<file path="src/rtl/div_pkg.sv">
// Shared types and default widths for the sequential restoring divider.
package div_pkg;

   localparam int DW_DEF = 8;   // dividend / quotient width
   localparam int VW_DEF = 4;   // divisor / remainder width

   typedef enum logic [1:0] {
      IDLE = 2'd0,
      CALC = 2'd1,
      DONE = 2'd2
   } state_t;

   // Counter width able to hold the value dw (the number of quotient bits).
   function automatic int cnt_width(input int dw);
      return $clog2(dw + 1);
   endfunction

endpackage

</file>
<file path="src/rtl/seq_restoring_divider_if.sv">
// Operand / result handshake bundle of the sequential restoring divider.
// master = producer/consumer side, slave = divider side.
interface seq_restoring_divider_if
   import div_pkg::*;
#(
   parameter int DW = DW_DEF,
   parameter int VW = VW_DEF
);

   logic          in_valid;
   logic          in_ready;
   logic [DW-1:0] dividend;
   logic [VW-1:0] divisor;
   logic          out_valid;
   logic          out_ready;
   logic [DW-1:0] quotient;
   logic [VW-1:0] remainder;
   logic          div_zero;

   modport master (
      output in_valid, dividend, divisor, out_ready,
      input  in_ready, out_valid, quotient, remainder, div_zero
   );

   modport slave (
      input  in_valid, dividend, divisor, out_ready,
      output in_ready, out_valid, quotient, remainder, div_zero
   );

endinterface

</file>
<file path="src/rtl/divider_check_mac.sv">
// Result self-check: flags quotient*divisor + remainder != dividend.
// Only present when DIVIDER_SELFCHECK_EN is defined.
`ifdef DIVIDER_SELFCHECK_EN
module divider_check_mac
   import div_pkg::*;
#(
   parameter int DW = DW_DEF,
   parameter int VW = VW_DEF
) (
   input  logic [DW-1:0] quotient,
   input  logic [VW-1:0] divisor,
   input  logic [VW-1:0] remainder,
   input  logic [DW-1:0] dividend,
   input  logic          active,
   output logic          chk_err
);

   localparam int PW = DW + VW;

   logic [PW-1:0] recon;

   // Rebuild the dividend from the result and compare against the latched one.
   always_comb begin
      recon   = PW'(quotient) * PW'(divisor) + PW'(remainder);
      chk_err = active && (recon != PW'(dividend));
   end

endmodule
`endif

</file>
<file path="src/rtl/seq_restoring_divider.sv">
// Iterative restoring divider: one quotient bit per enabled clock,
// valid/ready handshake on operands and result.
// Optional DIVIDER_SELFCHECK_EN adds the chk_err output driven by
// divider_check_mac.
module seq_restoring_divider
   import div_pkg::*;
#(
   parameter int DW = DW_DEF,
   parameter int VW = VW_DEF
) (
   input  logic clk,
   input  logic rst_n,
   input  logic ena,
`ifdef DIVIDER_SELFCHECK_EN
   output logic chk_err,
`endif
   seq_restoring_divider_if.slave bus
);

   localparam int CW = cnt_width(DW);

   state_t        state_q, state_d;
   logic [VW:0]   r_q, r_d;        // partial remainder, one spare bit
   logic [DW-1:0] q_q, q_d;        // dividend shifts out, quotient shifts in
   logic [CW-1:0] cnt_q, cnt_d;
   logic [VW-1:0] dsr_q, dsr_d;    // latched divisor
   logic          dz_q, dz_d;

   logic [VW+1:0] trial;
   logic [VW:0]   diff;
   logic          fits;
   logic          done;

   // Trial subtraction: shift in the next dividend bit and test against divisor.
   always_comb begin
      trial = {r_q, q_q[DW-1]};
      fits  = (trial >= {2'b00, dsr_q});
      diff  = trial[VW:0] - {1'b0, dsr_q};
   end

   // Next-state logic for FSM and datapath registers; ena=0 holds everything.
   always_comb begin
      // NOTE: every output gets its hold value first so no path infers a latch.
      state_d = state_q;
      r_d     = r_q;
      q_d     = q_q;
      cnt_d   = cnt_q;
      dsr_d   = dsr_q;
      dz_d    = dz_q;
      if (ena) begin
         case (state_q)
            IDLE: begin
               if (bus.in_valid) begin
                  dsr_d = bus.divisor;
                  r_d   = '0;
                  if (bus.divisor == '0) begin
                     state_d = DONE;
                     q_d     = '1;
                     dz_d    = 1'b1;
                     cnt_d   = '0;
                  end else begin
                     state_d = CALC;
                     q_d     = bus.dividend;
                     dz_d    = 1'b0;
                     cnt_d   = CW'(DW);
                  end
               end
            end
            CALC: begin
               r_d   = fits ? diff : trial[VW:0];
               q_d   = {q_q[DW-2:0], fits};
               cnt_d = cnt_q - CW'(1);
               if (cnt_q == CW'(1)) state_d = DONE;
            end
            DONE: begin
               if (bus.out_ready) state_d = IDLE;
            end
            default: state_d = IDLE;
         endcase
      end
   end

   // State and datapath registers with asynchronous reset.
   always_ff @(posedge clk or negedge rst_n) begin
      // NOTE: sequential state uses non-blocking assignment so all flops update together.
      if (!rst_n) begin
         state_q <= IDLE;
         r_q     <= '0;
         q_q     <= '0;
         cnt_q   <= '0;
         dsr_q   <= '0;
         dz_q    <= 1'b0;
      end else begin
         state_q <= state_d;
         r_q     <= r_d;
         q_q     <= q_d;
         cnt_q   <= cnt_d;
         dsr_q   <= dsr_d;
         dz_q    <= dz_d;
      end
   end

   assign done          = (state_q == DONE);
   assign bus.in_ready  = (state_q == IDLE);
   assign bus.out_valid = done;
   assign bus.quotient  = done ? q_q : '0;
   assign bus.remainder = done ? r_q[VW-1:0] : '0;
   assign bus.div_zero  = done & dz_q;

`ifdef DIVIDER_SELFCHECK_EN
   logic [DW-1:0] dvd_q;

   // Keep the accepted dividend for the reconstruction check.
   always_ff @(posedge clk or negedge rst_n) begin
      if (!rst_n)                                   dvd_q <= '0;
      else if (ena && bus.in_ready && bus.in_valid) dvd_q <= bus.dividend;
   end

   divider_check_mac #(
      .DW (DW),
      .VW (VW)
   ) u_check_mac (
      .quotient  (q_q),
      .divisor   (dsr_q),
      .remainder (r_q[VW-1:0]),
      .dividend  (dvd_q),
      .active    (done && !dz_q),
      .chk_err   (chk_err)
   );
`endif

endmodule

</file>
<file path="src/flat_wrapper.sv">
// flat-port wrapper written by rule: the top's interface ports become plain ports
module seq_restoring_divider_flat import div_pkg::*;
#(
   parameter int DW = DW_DEF,
   parameter int VW = VW_DEF
)
  (clk, rst_n, ena, bus_in_valid, bus_dividend, bus_divisor, bus_out_ready, bus_in_ready, bus_out_valid, bus_quotient, bus_remainder, bus_div_zero);
  seq_restoring_divider_if #(.DW(DW), .VW(VW)) bus_i ();
  input  logic clk;
  input  logic rst_n;
  input  logic ena;
  input wire logic [$bits(bus_i.in_valid)-1:0] bus_in_valid;
  input wire logic [$bits(bus_i.dividend)-1:0] bus_dividend;
  input wire logic [$bits(bus_i.divisor)-1:0] bus_divisor;
  input wire logic [$bits(bus_i.out_ready)-1:0] bus_out_ready;
  output wire logic [$bits(bus_i.in_ready)-1:0] bus_in_ready;
  output wire logic [$bits(bus_i.out_valid)-1:0] bus_out_valid;
  output wire logic [$bits(bus_i.quotient)-1:0] bus_quotient;
  output wire logic [$bits(bus_i.remainder)-1:0] bus_remainder;
  output wire logic [$bits(bus_i.div_zero)-1:0] bus_div_zero;
  assign bus_i.in_valid = bus_in_valid;
  assign bus_i.dividend = bus_dividend;
  assign bus_i.divisor = bus_divisor;
  assign bus_i.out_ready = bus_out_ready;
  assign bus_in_ready = bus_i.in_ready;
  assign bus_out_valid = bus_i.out_valid;
  assign bus_quotient = bus_i.quotient;
  assign bus_remainder = bus_i.remainder;
  assign bus_div_zero = bus_i.div_zero;
  seq_restoring_divider #(.DW(DW), .VW(VW)) u_core (.clk(clk), .rst_n(rst_n), .ena(ena), .bus(bus_i));
endmodule
</file>
<file path="config.mk">
export PLATFORM = sky130hd
export DESIGN_NAME = seq_restoring_divider_flat
export DESIGN_NICKNAME = d
export VERILOG_FILES = /design/src/rtl/div_pkg.sv /design/src/rtl/seq_restoring_divider_if.sv /design/src/rtl/divider_check_mac.sv /design/src/rtl/seq_restoring_divider.sv /design/src/flat_wrapper.sv
export SDC_FILE = /design/constraint.sdc
export NUM_CORES = 1
export LEC_CHECK = 0
export ABC_AREA = 1
export BUFFER_PORTS_ARGS = -buffer_cell sky130_fd_sc_hd__buf_2
export CORE_MARGIN = 2
export CORE_UTILIZATION = 40
export CTS_CLUSTER_DIAMETER = 150
export DETAILED_ROUTE_END_ITERATION = 6
export PLACE_DENSITY = 0.61
export SYNTH_ARGS = -nofsm -noshare
export SYNTH_HDL_FRONTEND = slang
export SYNTH_SLANG_ARGS = --single-unit
</file>
<file path="constraint.sdc">
create_clock -name clk -period 2 [get_ports clk]
set_input_delay 0.4 -clock clk [delete_from_list [all_inputs] [get_ports clk]]
set_output_delay 0.4 -clock clk [all_outputs]
set_load 0.005 [all_outputs]
</file>
==> reports/qor.yml, run 1 <==
placed_design:
  io_buffer_count: 31
  gp_congestion: 0.804
  dp_hpwl_um: 2400
  placedInstanceArea_um2: 1650
logic_synthesis:
  synth-seq-cells: 24
  synth.yosys.warnings: 0
  synth_nets: 220
  avgSynthCellArea_um2: 7.35
  netlist_area_um2: 1440
  netlist_instances: 196
  ys_seq_area_share_pct: 41.7
  ys_types: 22
pwr:
  leakage_nw: 0.946
  p_per_area_nw_per_um2: 1490
  finalPower_mw: 2.52
  ir_worst_vdd_mv: 0.545
sta:
  fmax_ghz: 0.553
  finalSetupTns_ns: 0
  layout_min_cycle_time_ns: 1.81
  rsz0062_at_grt: "no"
  finalHoldViolCount: 0
  fin_crit_sh_pct: 90.3
  slew_violations: 0
  tightest_slew_ns: 0.542
  final.setup_skew_ns: 0.00367
  setup-violations-final: 0
  slew_headroom_pct: 63.8
cells_and_area:
  syn_to_final_growth_pct: 17.6
  n_antenna_cell: 0
  fin_util_pct: 50.0
  drive_above_1_share_pct: 21.3
  multi_input_area_um2: 698
  design_area_um2: 1690
  final_nets: 255
  register_area_um2: 601
  mostFrequentLayoutCells: "nand2_1 (40), inv_1 (33), buf_2 (31)"
  nFillCells: 352
  final_common_cell: "nand2_1"
floorplan:
  die_w_um: 64
  die_h_um: 64
  rows: 21
  core_um2: 3390
  start_util_pct: 42.5
  ios: 32
  die_area_um2: 4100
worst_setup_path:
  required_ns: 2.22
  critPathMaxFanout: 6
  endpoint_kind: "flip-flop"
  worstPathArrival_ns: 2.03
  path_class: "flip-flop to flip-flop"
  start_kind: "flip-flop"
  ff2ff_setup_slack_ns: 0.19
clocking:
  h-tree-depth: 1
  root_buffer: "clkbuf_4"
  cts_tree: "built"
  cts.sinks: 24
  clk_pin_slew_worst_paths_ns: 0.13
  cts_buffers: 3
  clock_path_buffers: 2
  clkLatencyLatePin_ns: 0.31
detailed_routing:
  drtIter0Drc: 39
  via_per_inst: 4.68
  wirelength_um: 3120
  vias: 1291
  drtAntennaViolNets: 0
  firstDrtPassIters: 4
  drc: 0
  wl_per_cell_um: 11.3
global_routing:
  gr-total-overflow: 0
  grt_antenna_before_repair: 0
  grt_usage_pct: 16.6
  first_global_vias: 1253
  grt_pass1_wl_um: 5390
  grt_max_degree: 25
hold_path:
  hp-class: "primary input to async pin"
run_status:
  status: "completed"
flow_run:
  drv_cap: 0
## state kept, by name, indices dropped and copies added (netlist names)
name and count:
u_core.state_q 2, u_core.q_q 8, u_core.dsr_q 4, u_core.dz_q 1, u_core.cnt_q 4, u_core.r_q 5
## repair_timing
item,CTS,global route
hold buffers,0,0
endpoints found under the setup margin,0,1
resized for setup,0,1
setup buffers,0,0
## synth_stat cells
cell type,instances,area (um^2)
or2_2,1,6.26
nand2_2,4,25.0
nor2_1,26,97.6
o21ai_1,5,25.0
o22ai_1,8,50.1
o21ai_0,11,55.1
nand4_1,1,6.26
o21a_1,1,7.51
nor2_2,3,18.8
dfrtp_1,24,601
ha_1,6,75.1
or2_1,2,12.5
nand3b_1,1,7.51
inv_2,2,7.51
buf_2,3,15.0
fa_1,1,20.0
a21oi_1,4,20.0
nand3_1,17,85.1
xnor2_1,1,8.76
inv_1,33,124
nor2_4,2,22.5
nand2_1,40,150
## cell type report
type | count | area share [%]
sequential | 24 | 35.5
tap | 46 | 3.40
inverter | 35 | 7.75
multi-input combinational | 134 | 41.2
timing repair buffer | 33 | 10.0
clock buffer | 4 | 2.14
## where the power goes
part	leakage, nW	total, mW	switching [mW]	internal (mW)
clock	0.0210	0.255	0.144	0.111
sequential	0.298	0.849	0.149	0.700
combinational	0.627	1.41	0.865	0.548
total	0.946	2.52	1.16	1.36
## routing by layer
metal  global-route usage (%)  part of all wire (%)  vias to the layer above
met5                        0                     0                        -
met4                     5.16                  0.61                        0
met3                     1.76                   3.9                        2
met2                     28.5                    46                       23
met1                     21.7                    50                      578
li1                         -                     -                      688
## cell families after synthesis
family	synth area share [%]
AND/OR/NAND/NOR	30.0
buffers and inverters	10.2
AO/OA/AOI/OAI	10.9
flip-flops	41.7
adder cells (fa/ha/maj)	6.60
XOR/XNOR	0.608
## final timing paths
kind / cells past startpoint / startpoint / to
min in group clk: 3 / bus_divisor[1] / u_core.dsr_q[1]$_DFFE_PN0P_
max in group asynchronous: 1 / rst_n / u_core.q_q[1]$_DFFE_PN0P_
min reg2reg: 1 / u_core.dz_q$_DFFE_PN0P_ / u_core.dz_q$_DFFE_PN0P_
max reg2reg: 12 / u_core.q_q[7]$_DFFE_PN0P_ / u_core.r_q[3]$_DFFE_PN0P_
min: 1 / rst_n / u_core.q_q[5]$_DFFE_PN0P_
max: 12 / u_core.q_q[7]$_DFFE_PN0P_ / u_core.r_q[3]$_DFFE_PN0P_
## worst max-delay path, stage by stage (launching register included)
cell and delay [ns]:
dfrtp_1 0.39, inv_1 0.11, ha_1 0.15, inv_1 0.05, fa_1 0.40, nand2_1 0.08, nand2_1 0.07, nand2_2 0.11
nand2_2 0.11, nand2_1 0.10, nand2_1 0.05, nand2_1 0.05, nand2_1 0.04
## stage by stage
stage               hold WS (ns)  setup slack [ns]  cells
CTS                       0.0652             0.120    276
detailed placement         0.419             0.218    272
global placement           0.421             0.273    272
global route              0.0633            0.0558    276
finish                    0.0546             0.193    276
floorplan                  0.104             0.358    196
No activity file was read; power rests on OpenSTA's default activity.
==> run 2, diff against run 1 <==
Settings changed: CTS_CLUSTER_DIAMETER 150 to 120, SYNTH_HIERARCHICAL set to 1.
==> reports/qor.yml, run 2 <==
run_status:
  status: "completed"
clocking:
  clkLatencyLatePin_ns: 0.26  # -0.05 ns
  root_buffer: "clkbuf_8"
  cts_resized: 0  # unchanged
  cts_tree: "built"
  cts_buffers: 3  # unchanged
  clock_path_buffers: 2  # unchanged
  cts.sinks: 24  # unchanged
  cts_setup_buffers: 0  # unchanged
  holdBufCountCts: 0  # unchanged
  clk_pin_slew_worst_paths_ns: 0.09  # -0.04 ns
  h-tree-depth: 1  # unchanged
pwr:
  leakage_nw: 0.915  # -3.3%
  p_per_area_nw_per_um2: 1590  # +6.7%
  finalPower_mw: 2.77  # +10%
  comb_power_share_pct: 54.9  # -1.2 points
  clock_power_share_pct: 15.3  # +5.2 points
  ir_worst_vdd_mv: 0.520  # -4.5%
  netSwitchingFraction_pct: 44.3  # -1.7 points
  p_switching_mw: 1.23  # +6.1%
  power_frac_seq_pct: 29.8  # -3.9 points
  p_int_mw: 1.54  # +14%
worst_setup_path:
  start_kind: "flip-flop"
  worstPathCellList: "inv_1 > ha_1 > fa_1 > nor2_1 > nor2_2 > nand2_2 > nand2_1 > nand3_1 > o21ai_1"
  path_class: "flip-flop to flip-flop"
  crit_start: "u_core/q_q[7]$_DFFE_PN0P_"
  crit-reg2reg-launch: "u_core/q_q[7]$_DFFE_PN0P_"
  worstPathArrival_ns: 1.81  # -0.22 ns
  endpoint_kind: "flip-flop"
  crit_end: "u_core/r_q[0]$_DFFE_PN0P_"
  r2r_cells: 9  # -3
  max_stage_delay_ns: 0.40  # about the same
  critPathMaxFanout: 6  # unchanged
  r2r_end: "u_core/r_q[0]$_DFFE_PN0P_"
  required_ns: 2.15  # -0.07 ns
  crit_slowest_cell: "fa_1"
  ff2ff_setup_slack_ns: 0.33  # +0.14 ns
floorplan:
  start_util_pct: 41.0  # -1.5 points
  die_h_um: 64.8  # +1.3%
  core_um2: 3610  # +6.4%
  die_w_um: 64.8  # +1.3%
  ios: 32  # unchanged
  rows: 22  # +4.8%
  die_area_um2: 4200  # +2.5%
logic_synthesis:
  synth_top_family_by_area: "simple AND/OR/NAND/NOR gates"
  ys_types: 28  # +27%
  synth_flop_cell: "dfrtp_1"
  netlist_area_um2: 1480  # +2.7%
  ys_seq_area_share_pct: 40.6  # -1.1 points
  synth_area_leaders: "dfrtp_1 (41%), inv_1 (7.1%), nor2_1 (7.1%), nand2_1 (6.9%), ha_1 (5.1%)"
  synth_top_area_share_pct: 40.6  # -1.1 points
  synth.yosys.warnings: 6  # +6
  netlist_instances: 187  # -4.6%
  synth-seq-cells: 24  # unchanged
  yosys.area_share.simple_pct: 27.9  # -2.1 points
  synth_xor_xnor_area_share_pct: 1.18  # +0.58 points
  avgSynthCellArea_um2: 7.91  # +7.6%
  synth-compound-area-share_pct: 13.7  # +2.8 points
  ys_top_cells_by_count: "inv_1 (28), nor2_1 (28), nand2_1 (27)"
  synth-async-reset-ratio_pct: 100  # unchanged
  synthAdderAreaFrac_pct: 6.43  # -0.17 points
  synth_mux_area_share_pct: 0  # unchanged
  synth_nets: 211  # -4.1%
  synth_edf_count: 0  # unchanged
  yosys.area.top_type: "dfrtp_1"
cells_and_area:
  regMostFlops: "u_core/q_q"
  stdcell_count: 268  # -2.9%
  final_nets: 245  # -3.9%
  n_antenna_cell: 0  # unchanged
  top_regs: "u_core/q_q: 8 flops, u_core/r_q: 5 flops"
  drive_above_1_share_pct: 24.1  # +2.8 points
  syn_to_final_growth_pct: 18.3
  fin_util_pct: 48.5  # -1.5 points
  design_area_um2: 1750  # +3.3%
  mostFrequentLayoutCells: "buf_2 (31), inv_1 (28), nor2_1 (28)"
  final_common_cell: "buf_2"
  largest_reg_flops: 8  # unchanged
sta:
  slew_headroom_pct: 65.1  # +1.3 points
  rsz0062_at_grt: "no"
  fmax_ghz: 0.600  # +8.4%
  tightest_slew_ns: 0.523  # -0.0196 ns
  slew_violations: 0  # unchanged
  setup-violations-final: 0  # unchanged
  finalSetupTns_ns: 0  # unchanged
  finalHoldViolCount: 0  # unchanged
  layout_min_cycle_time_ns: 1.67  # -0.140 ns
  fin_crit_sh_pct: 83.3  # -7.0 points
  final.setup_skew_ns: 0.00848  # +0.00481 ns
global_routing:
  grt_antenna_before_repair: 0  # unchanged
  grt_pass1_wl_um: 5330  # -1.2%
  grt_max_degree: 25  # unchanged
  grt_usage_pct: 16.0  # -0.55 points
  first_global_vias: 1214  # -3.1%
  gr-total-overflow: 0  # unchanged
flow_run:
  drv_cap: 0  # unchanged
detailed_routing:
  via_per_inst: 4.78  # +2.1%
  wl_per_cell_um: 11.3  # +0.14%
  drtAntennaViolNets: 0  # unchanged
  drtIter0Drc: 69  # +77%
  wirelength_um: 3030  # -2.8%
  vias: 1280  # -0.85%
  drc: 0  # unchanged
  firstDrtPassIters: 4  # unchanged
placed_design:
  gp_congestion: 0.829  # +3.1%
  dp_hpwl_um: 2320  # -3.4%
  io_buffer_count: 31  # unchanged
  placedInstanceArea_um2: 1680  # +1.5%
  placed_cells: 264  # -2.9%
hold_path:
  hp-class: "primary input to async pin"
[run 2: cell families (layout without fill, tap and decap cells)]
family | Yosys count | in the layout
buffers and inverters | 36 | 69
AND/OR/NAND/NOR | 81 | 81
adder cells (fa/ha/maj) | 7 | 7
AO/OA/AOI/OAI | 37 | 37
flip-flops | 24 | 24
XOR/XNOR | 2 | 2
[run 2: how the worst min path moves through the flow]
stage          start                     endpoint  slack, ns  cells after the start
6_report       rst_n    u_core/r_q[4]$_DFFE_PN0P_        0.1                      1
5_1_grt        rst_n    u_core/r_q[3]$_DFFE_PN0P_       0.15                      1
4_1_cts        rst_n    u_core/r_q[3]$_DFFE_PN0P_       0.12                      1
3_5_place_dp   rst_n    u_core/r_q[3]$_DFFE_PN0P_       0.41                      1
3_3_place_gp   rst_n    u_core/r_q[3]$_DFFE_PN0P_       0.42                      1
2_1_floorplan  rst_n  u_core/cnt_q[0]$_DFFE_PN0P_       0.10                      0
[run 2: critical path, delay by kind of cell, from the launching register on]
| family | cells | cell delay (ns) |
|---|---|---|
| compound gates | 1 | 0.06 |
| flops | 1 | 0.33 |
| buf+inv | 1 | 0.07 |
| simple gates | 5 | 0.47 |
| fa+ha+maj | 2 | 0.63 |
[run 2: final cells by class]
class                           instances  area (um^2)
Timing Repair Buffer                   32          163
Clock inverter                          1         30.0
Tap cell                               48         60.1
Clock buffer                            3         41.3
Fill cell                             370         1860
Multi-Input combinational cell        127          728
Inverter                               33          126
Sequential cell                        24          601
[run 2: per-stage QoR]
| step | hold WS (ns) | setup WS (ns) |
|---|---|---|
| after floorplan | 0.104 | 0.462 |
| after CTS | 0.120 | 0.329 |
| after global placement | 0.419 | 0.386 |
| after global routing | 0.145 | 0.173 |
| final | 0.0985 | 0.333 |
| after detailed placement | 0.413 | 0.347 |
[run 2: routing by layer]
metal	wire length (um)	up-vias	track usage, %
met3	57	2	1.56
met2	1450	11	26.0
met1	1500	600	22.9
met5	0	-	0
li1	-	667	-
met4	20	0	3.99
[run 2: power groups by stage]
stage / sequential, mW / clock [mW] / combinational, mW
2_1_floorplan: 0.808 / 0 / 1.22
3_3_place_gp: 0.832 / 0 / 1.53
3_5_place_dp: 0.837 / 0 / 1.53
4_1_cts: 0.827 / 0.431 / 1.53
5_1_grt: 0.858 / 0.457 / 1.76
6_report: 0.827 / 0.424 / 1.52
